## src/rtl/soundrive_dac_sched_pkg.sv

```systemverilog
// common: shared types, constants and mix arithmetic for the Soundrive DAC
// frame scheduler.
//   dac_sample_t     signed 16-bit sample word as shifted out to the DAC
//   sched_state_t    scheduler FSM states (IDLE, RUN)
//   DAC_FRAME_BITS   BCK periods per frame (16 left + 16 right)
//   DAC_MID_SUM      midpoint of a two-channel sum (two silent 0x80 channels)
//   mix_pair()       two unsigned channels -> signed 16-bit sample
//   mix_quad()       four unsigned channels -> signed 16-bit mono sample
package common;

  typedef logic signed [15:0] dac_sample_t;

  typedef enum logic {
    IDLE = 1'b0,
    RUN  = 1'b1
  } sched_state_t;

  localparam int         DAC_FRAME_BITS   = 32;
  localparam logic [8:0] DAC_MID_SUM      = 9'd256;
  localparam logic [9:0] DAC_MONO_MID_SUM = 10'd512;

  // The subtraction wraps in 9 bits. For sums 0..510 the wrapped result is
  // exactly the two's-complement value of (sum - 256), so no saturation and
  // no sign extension are needed before the left shift.
  function automatic dac_sample_t mix_pair(input logic [7:0] a,
                                           input logic [7:0] b);
    logic [8:0] offset;
    offset = ({1'b0, a} + {1'b0, b}) - DAC_MID_SUM;
    return {offset, 7'b0};
  endfunction

  // Same idea with a 10-bit sum of all four channels (0..1020).
  function automatic dac_sample_t mix_quad(input logic [7:0] a,
                                           input logic [7:0] b,
                                           input logic [7:0] c,
                                           input logic [7:0] d);
    logic [9:0] offset;
    offset = ({2'b0, a} + {2'b0, b} + {2'b0, c} + {2'b0, d}) - DAC_MONO_MID_SUM;
    return {offset, 6'b0};
  endfunction

endpackage

```

## src/rtl/soundrive_dac_sched_lj_shifter.sv

```systemverilog
// dac_lj_shifter: left-justified serialiser for one 32-bit stereo frame.
// Owns the BCK divider, the bit index and the frame shift register.
//   clk28      system clock
//   rst        synchronous active-high reset
//   run        count and shift while high; hold while low
//   load       start a new frame from sample at this edge
//   sample     {left, right} frame word, MSB first
//   bck        bit clock, low for CLK_DIV cycles then high for CLK_DIV cycles
//   ws         word select (0 = left slot, 1 = right slot)
//   data       serial data, MSB first
//   frame_end  high in the cycle whose closing edge is the last falling BCK
module dac_lj_shifter
  import common::*;
#(
  parameter int CLK_DIV = 7
) (
  input  logic                      clk28,
  input  logic                      rst,
  input  logic                      run,
  input  logic                      load,
  input  logic [DAC_FRAME_BITS-1:0] sample,
  output logic                      bck,
  output logic                      ws,
  output logic                      data,
  output logic                      frame_end
);

  localparam int         IDX_W    = $clog2(DAC_FRAME_BITS);
  localparam logic [7:0] DIV_LAST = 8'(CLK_DIV - 1);
  localparam logic [IDX_W-1:0] IDX_LAST = IDX_W'(DAC_FRAME_BITS - 1);

  logic [7:0]                div_cnt;
  logic [IDX_W-1:0]          bit_idx;
  logic [DAC_FRAME_BITS-1:0] shreg;
  logic                      div_wrap;
  logic                      bck_fall;

  assign div_wrap  = (div_cnt == DIV_LAST);
  assign bck_fall  = run && bck && div_wrap;
  assign frame_end = bck_fall && (bit_idx == IDX_LAST);

  // The word select simply follows the top bit of the index: bits 0..15 are
  // the left slot, 16..31 the right slot.
  assign ws   = bit_idx[IDX_W-1];
  assign data = shreg[DAC_FRAME_BITS-1];

  // NOTE: reset is sampled inside the clocked block (synchronous), and all
  // state updates use non-blocking assignments so every register sees the
  // pre-edge values of the others.
  always_ff @(posedge clk28) begin
    if (rst) begin
      div_cnt <= '0;
      bck     <= 1'b0;
      bit_idx <= '0;
      shreg   <= '0;
    end else if (load) begin
      div_cnt <= '0;
      bck     <= 1'b0;
      bit_idx <= '0;
      shreg   <= sample;
    end else if (run) begin
      if (div_wrap) begin
        div_cnt <= '0;
        bck     <= ~bck;
        // Only the falling BCK edge advances the bit; the rising edge is
        // where the DAC samples, so data must stay put across it.
        if (bck) begin
          if (bit_idx == IDX_LAST) begin
            // Frame over with no reload: fall back to the idle values.
            bit_idx <= '0;
            shreg   <= '0;
          end else begin
            bit_idx <= bit_idx + 1'b1;
            shreg   <= {shreg[DAC_FRAME_BITS-2:0], 1'b0};
          end
        end
      end else begin
        div_cnt <= div_cnt + 8'd1;
      end
    end
  end

endmodule

```

## src/rtl/soundrive_dac_sched.sv

```systemverilog
// soundrive_dac_sched: shares one stereo left-justified serial DAC among the
// four 8-bit Covox/Soundrive channel registers. Once per frame it snapshots
// the channels, mixes them into signed 16-bit samples and shifts them out.
// Build option: define SOUNDRIVE_DAC_MONO_EN to send the mono mix of all four
// channels in both slots; otherwise the pairs are mixed to independent stereo.
//   clk28          28 MHz system clock
//   rst            synchronous active-high reset, priority over everything
//   en             run request, sampled at frame boundaries
//   ch_l0, ch_l1   left channel pair, unsigned, 0x80 = silence
//   ch_r0, ch_r1   right channel pair, unsigned, 0x80 = silence
//   dac_bck        bit clock
//   dac_ws         word select, 0 = left, 1 = right
//   dac_data       serial data, MSB first
//   sample_strobe  one-cycle pulse when a new snapshot is taken
//   busy           high while a frame is in flight
module soundrive_dac_sched
  import common::*;
#(
  parameter int CLK_DIV = 7
) (
  input  logic       clk28,
  input  logic       rst,
  input  logic       en,
  input  logic [7:0] ch_l0,
  input  logic [7:0] ch_l1,
  input  logic [7:0] ch_r0,
  input  logic [7:0] ch_r1,
  output logic       dac_bck,
  output logic       dac_ws,
  output logic       dac_data,
  output logic       sample_strobe,
  output logic       busy
);

  sched_state_t state;
  sched_state_t state_next;
  logic         load;
  logic         frame_end;
  dac_sample_t  left_mix;
  dac_sample_t  right_mix;

`ifdef SOUNDRIVE_DAC_MONO_EN
  assign left_mix  = mix_quad(ch_l0, ch_l1, ch_r0, ch_r1);
  assign right_mix = left_mix;
`else
  assign left_mix  = mix_pair(ch_l0, ch_l1);
  assign right_mix = mix_pair(ch_r0, ch_r1);
`endif

  // The snapshot is the shifter's frame register: the live channel values
  // are mixed and captured there on the load edge, so later changes on the
  // channel inputs cannot reach the frame in flight.
  always_comb begin
    state_next = state;
    load       = 1'b0;
    unique case (state)
      IDLE: begin
        if (en) begin
          load       = 1'b1;
          state_next = RUN;
        end
      end
      RUN: begin
        // en is only looked at here, so a frame is never cut short.
        if (frame_end) begin
          if (en) begin
            load = 1'b1;
          end else begin
            state_next = IDLE;
          end
        end
      end
      default: state_next = IDLE;
    endcase
  end

  always_ff @(posedge clk28) begin
    if (rst) begin
      state         <= IDLE;
      sample_strobe <= 1'b0;
    end else begin
      state         <= state_next;
      sample_strobe <= load;
    end
  end

  assign busy = (state == RUN);

  dac_lj_shifter #(
    .CLK_DIV (CLK_DIV)
  ) u_shifter (
    .clk28     (clk28),
    .rst       (rst),
    .run       (busy),
    .load      (load),
    .sample    ({left_mix, right_mix}),
    .bck       (dac_bck),
    .ws        (dac_ws),
    .data      (dac_data),
    .frame_end (frame_end)
  );

endmodule

```

## config.mk

```make
export PLATFORM = sky130hd
export DESIGN_NAME = soundrive_dac_sched
export DESIGN_NICKNAME = d
export VERILOG_FILES = /design/src/rtl/soundrive_dac_sched_pkg.sv /design/src/rtl/soundrive_dac_sched_lj_shifter.sv /design/src/rtl/soundrive_dac_sched.sv
export SDC_FILE = /design/constraint.sdc
export NUM_CORES = 1
export LEC_CHECK = 0
export BUFFER_PORTS_ARGS = -buffer_cell sky130_fd_sc_hd__buf_2
export CORE_AREA = 2 2 59 103
export CTS_CLUSTER_SIZE = 25
export DETAILED_ROUTE_END_ITERATION = 8
export DIE_AREA = 0 0 61 105
export MAX_ROUTING_LAYER = met4
export PLACE_DENSITY = 0.65
export SLEW_MARGIN = 20
export SYNTH_ARGS = -nofsm -noshare
export SYNTH_HDL_FRONTEND = slang
export SYNTH_SLANG_ARGS = --single-unit
```

## constraint.sdc

```tcl
create_clock -name clk28 -period 3.8 [get_ports clk28]
set_input_delay 0.38 -clock clk28 [delete_from_list [all_inputs] [get_ports clk28]]
set_output_delay 0.38 -clock clk28 [all_outputs]
set_load 0.005 [all_outputs]
```

# Yosys cells after proc, flatten, opt, wreduce, memory -nomap -nowiden
# Index checks and enable logic that the tools add are counted.
[op_classes]
n_addsub = 6
multipliers = 0
div = 0
order_cmp = 0
eq_ne = 2
shift = 0
muxes = 12
bitwise_logic = 2
reduce_logical = 10
[ops]
columns = ["op", "n"]
rows = [
  ["$mux W32", 5],
  ["$add A8 B8 Y9", 2],
  ["$sub A9 B9 Y9 const B", 2],
  ["$add A8 B1 Y8 const B", 1],
  ["$eq A8 B3 Y1 const B", 1],
  ["$mux W8", 1],
  ["$reduce_and A3 Y1", 2],
  ["$reduce_bool A2 Y1", 3],
  ["$add A5 B1 Y5 const B", 1],
  ["$eq A5 B5 Y1 const B", 1],
  ["$mux W5", 1],
  ["$pmux W1 S2", 2],
  ["$logic_and A1 B1 Y1", 3],
  ["$mux W1", 3],
  ["$not A1 Y1", 2],
  ["$reduce_and A2 Y1", 1],
  ["$reduce_or A2 Y1", 1],
]
[word_totals]
reg_bits = 48
latch_bits = 0
ram_bits = 0
romBits = 0
input_bits = 35
output_inout_bits = 5
elab_cells = 39
mem_count = 0

# Longest topological paths before layout
[depth]
word_depth = 7
depth_mapped = 9
ltp_nobuf = 8

# Cells and area by module
# From an unflattened synthesis, not the netlist that was laid out.
[unflattened]
cells_unflattened = 393
hier_area_um2 = 3215.6
[modules_own_cells]
columns = ["module", "instances", "cells_per_inst", "area_per_inst_um2", "seq_area_each_um2"]
rows = [
  ["dac_lj_shifter", 1, 308, 2501.1, 920.9],
  ["soundrive_dac_sched", 1, 85, 714.4, 40.0],
]

# Worst setup path before layout
# Ideal clock, no wire load.
[synth_path]
kind = "reg-to-reg"
from = "reg u_shifter.bit_idx[0]"
to = "reg u_shifter.shreg[16]"
setup_ns = 0.070
arrival_time_ns = 1.961
path_slack_ns = 1.770
path_stages_with_launch = 9
synth_period_minus_slack_ns = 2.030
path_cell_list = "dfxtp_1 > ha_1 > and3_1 > ha_1 > and4_1 > a31oi_2 > nand2b_1 > buf_2 > a21oi_1"
[synth_between]
elab_chain_len = 5
word_cells_on_any_way = 6
[synth_rtl]
columns = ["item", "line", "source"]
rows = [
  ["start, declared", "soundrive_dac_sched_lj_shifter.sv:33", "logic [IDX_W-1:0] bit_idx;"],
  ["start signal, assigned", "soundrive_dac_sched_lj_shifter.sv:73", "bit_idx <= bit_idx + 1'b1;"],
  ["$eq A5 B5 Y1 *", "soundrive_dac_sched_lj_shifter.sv:40, soundrive_dac_sched_lj_shifter.sv:68", ""],
  ["$logic_and A1 B1 Y1", "soundrive_dac_sched_lj_shifter.sv:40", "assign frame_end = bck_fall && (bit_idx == IDX_LAST);"],
  ["$mux W1", "soundrive_dac_sched.sv:65", "if (frame_end) begin"],
  ["$pmux W1 S2", "soundrive_dac_sched.sv:56", "unique case (state)"],
  ["$reduce_or A2 Y1 (no source line)", "n/a", ""],
  ["end signal, assigned", "soundrive_dac_sched_lj_shifter.sv:60", "shreg <= sample;"],
  ["end signal, assigned", "soundrive_dac_sched_lj_shifter.sv:74", "shreg <= {shreg[DAC_FRAME_BITS-2:0], 1'b0};"],
  ["end, declared", "soundrive_dac_sched_lj_shifter.sv:34", "logic [DAC_FRAME_BITS-1:0] shreg;"],
]
# Every way passes the cells marked *; elsewhere a longest branch is shown, timed or not.
# A chain may end at the register's enable or synchronous reset.

# Worst setup path after layout
[layout_path]
from = "reg u_shifter.bit_idx[0]"
to = "reg u_shifter.bit_idx[3]"
[layout_between]
elab_chain_len = 5
word_cells_on_any_way = 7
[layout_rtl]
columns = ["item", "line"]
rows = [
  ["$eq A5 B5 Y1", "soundrive_dac_sched_lj_shifter.sv:40, soundrive_dac_sched_lj_shifter.sv:68"],
  ["$logic_and A1 B1 Y1", "soundrive_dac_sched_lj_shifter.sv:40"],
  ["$mux W1", "soundrive_dac_sched.sv:65"],
  ["$pmux W1 S2", "soundrive_dac_sched.sv:56"],
  ["$reduce_or A2 Y1 (no source line)", "n/a"],
]
# Parallel ways exist; a longest one is shown, timed or not.

==> results.json <==
{
  "final_nets": 356,
  "drc": 0,
  "cp.arrival_ns": 2.78,
  "routedWlPerCell_um": 12.8,
  "power_density_nw_per_um2": 329,
  "grt.total_usage": 0.175,
  "worst_slew_pin_slew_ns": 0.660,
  "ys_seq_area_frac": 0.338,
  "dieArea_um2": 6410,
  "gp_congestion": 0.766,
  "whs_path_depth": 3,
  "die_y_um": 105,
  "r2r-start": "u_shifter.bit_idx[0]",
  "n_fill_cell": 576,
  "reg2reg_to": "u_shifter.bit_idx[3]",
  "ant_nets": 0,
  "layout_commonest_cell": "dfxtp_1",
  "yosysWarningCount": 0,
  "yosys.area_share.xor_xnor": 0.0577,
  "synthAdderAreaFrac": 0.120,
  "grt_start_max_net_pins": 26,
  "grt_pass1_wl_um": 8470,
  "synth_ff_type": "dfxtp_1",
  "mostFrequentLayoutCells": "dfxtp_1 (41), buf_2 (39), a21oi_1 (26)",
  "synth_edf_count": 0,
  "cts_buffer_depth": 2,
  "overflow": 0,
  "wl_um": 4810,
  "cts_setup_buffers": 0,
  "start_util": 0.438,
  "firstDrtPassIters": 4,
  "clock-root-buffer": "clkbuf_8",
  "cts_tree": "built",
  "setup_tns_ns": 0,
  "setup_violations": 0,
  "synthMuxAreaShare": 0,
  "synth_area_um2": 2430,
  "cts-htree-levels": 2,
  "synth_fp_nets": 322,
  "dr.first_iter.drc_count": 59,
  "vias_per_cell": 5.53,
  "synth_compound_area_frac": 0.237,
  "multiInputGateArea_um2": 1530,
  "status": "complete, no violations",
  "syn_area_per_cell_um2": 9.16,
  "row_count": 36,
  "grt_pass1_vias": 1987,
  "synthDistinctLibCells": 46,
  "critPathKind": "reg -> reg",
  "fin_crit_ns": 2.58,
  "relSlewSlack": 0.559,
  "period_share": 0.680,
  "ctsResizeCount": 0,
  "synth_seq_cells": 41,
  "vdd_ir_drop_max_mv": 0.145,
  "hold_viol": 0,
  "reg2reg_slack_ns": 1.22,
  "worstPathRequired_ns": 3.99,
  "hold_end": "busy",
  "power_uw": 907,
  "dp_hpwl_um": 3620,
  "drive_above_1_share": 0.204,
  "min_path_type": "in -> reg",
  "critPathLaunchType": "flop",
  "slew_viol_final": 0,
  "syn_inst": 265,
  "leakage_nw": 1.07,
  "min_from": "en",
  "area.growth.synth_to_final_pct": 13.5,
  "coreArea_um2": 5540,
  "cp_max_fo": 15,
  "fin_skew_ns": 0.00738,
  "io_pins": 40,
  "vias": 2074,
  "cts.clk_slew.worst_paths_ns": 0.07,
  "grt_setup_unrepaired": "no",
  "antenna_cells": 0,
  "reg2reg_depth": 7,
  "fmax_mhz": 387,
  "synth-async-reset-ratio": 0,
  "synth_top_family_by_area": "compound AO/OA/AOI/OAI gates",
  "drv_cap": 0,
  "cts-buffers-inserted": 5,
  "postCtsHoldBufs": 0,
  "regArea_um2": 821,
  "yosys.area_share.simple": 0.215,
  "end_kind": "flop",
  "antenna_found_initial": 0,
  "timing.hold.ws_ns": 0.431,
  "die_w_um": 61,
  "port_buffers": 39,
  "clk_latency_ns": 0.29,
  "cts.sinks": 41
}
per-layer routing:
metal  wire length [µm]  part of all wire  global-route usage  vias up
li1                   -                 -                   -     1056
met1               2120              0.44               0.203      975
met2               2480              0.51               0.285       36
met3                118             0.025              0.0297        7
met4                 97             0.020              0.0761        0
met5                  0                 0                   -        -
area by class of cell:
type	instances	share of cell area
multi-input combinational	206	0.554
sequential	41	0.298
timing repair buffer	41	0.0763
tap	76	0.0345
clock buffer	7	0.0313
inverter	4	0.00545
critical path, cell delays in order (launching register included):
cell and delay [ns]:
dfxtp_1 0.35, ha_1 0.24, and3_1 0.21, ha_1 0.26, and4_1 0.23, a31oi_2 0.45, nand2b_1 0.44, a311oi_1 0.31
through the flow:
step,util,instances,area (µm²),setup WS (ns)
2_1_floorplan,-,265,2430,1.77
3_3_place_gp,0.482,368,2670,1.29
3_5_place_dp,0.482,368,2670,1.22
4_1_cts,0.497,375,2760,1.21
5_1_grt,0.497,375,2760,1.00
6_report,0.497,375,2760,1.22
cell usage after synthesis, types with 4 or more instances:
master,number,area share
nor3_1,5,0.010
a311oi_1,4,0.014
a21o_1,7,0.022
o21ai_0,5,0.010
xnor2_1,8,0.029
dfxtp_1,41,0.34
a32oi_1,4,0.014
a211oi_2,5,0.026
xor2_1,8,0.029
inv_1,4,0.0062
nand3b_1,9,0.028
a221oi_1,4,0.014
nand3_1,9,0.019
nor2_1,15,0.023
a21oi_1,26,0.054
nand2_1,20,0.031
nor3b_1,8,0.025
clkbuf_1,8,0.012
and3_1,5,0.013
ha_1,20,0.10
a211oi_1,11,0.034
how the worst max path moves through the flow:
stage	from	to	slack (ns)
2_1_floorplan	u_shifter.bit_idx[0]	u_shifter.shreg[16]	1.77
3_3_place_gp	u_shifter.bit_idx[0]	u_shifter.bit_idx[3]	1.29
3_5_place_dp	u_shifter.bit_idx[0]	u_shifter.bit_idx[3]	1.22
4_1_cts	u_shifter.bit_idx[0]	u_shifter.bit_idx[3]	1.21
5_1_grt	u_shifter.bit_idx[0]	u_shifter.bit_idx[3]	1.00
6_report	u_shifter.bit_idx[0]	u_shifter.bit_idx[3]	1.22
logic make-up (layout without fill, tap and decap cells):
kind of cell	after synthesis	count (layout)
AOI/OAI and AO/OA	79	79
adders and majority gates	22	22
buffers and inverters	18	52
and+or+nand+nor	89	89
DFF	41	41
xor gates and xnor gates	16	16
power breakdown:
part           switching (mW)  internal [mW]  leakage (nW)
registers              0.0130          0.449         0.335
logic                  0.0856         0.0776         0.688
clock network           0.138          0.144        0.0443
total                   0.236          0.671          1.07
state kept, by name (all words and copies together) (netlist names):
name               flops
sample_strobe          1
u_shifter.bit_idx      5
busy                   1
u_shifter.shreg       25
u_shifter.div_cnt      8
u_shifter.bck          1
Note: power is estimated with default switching activity, not from simulation.
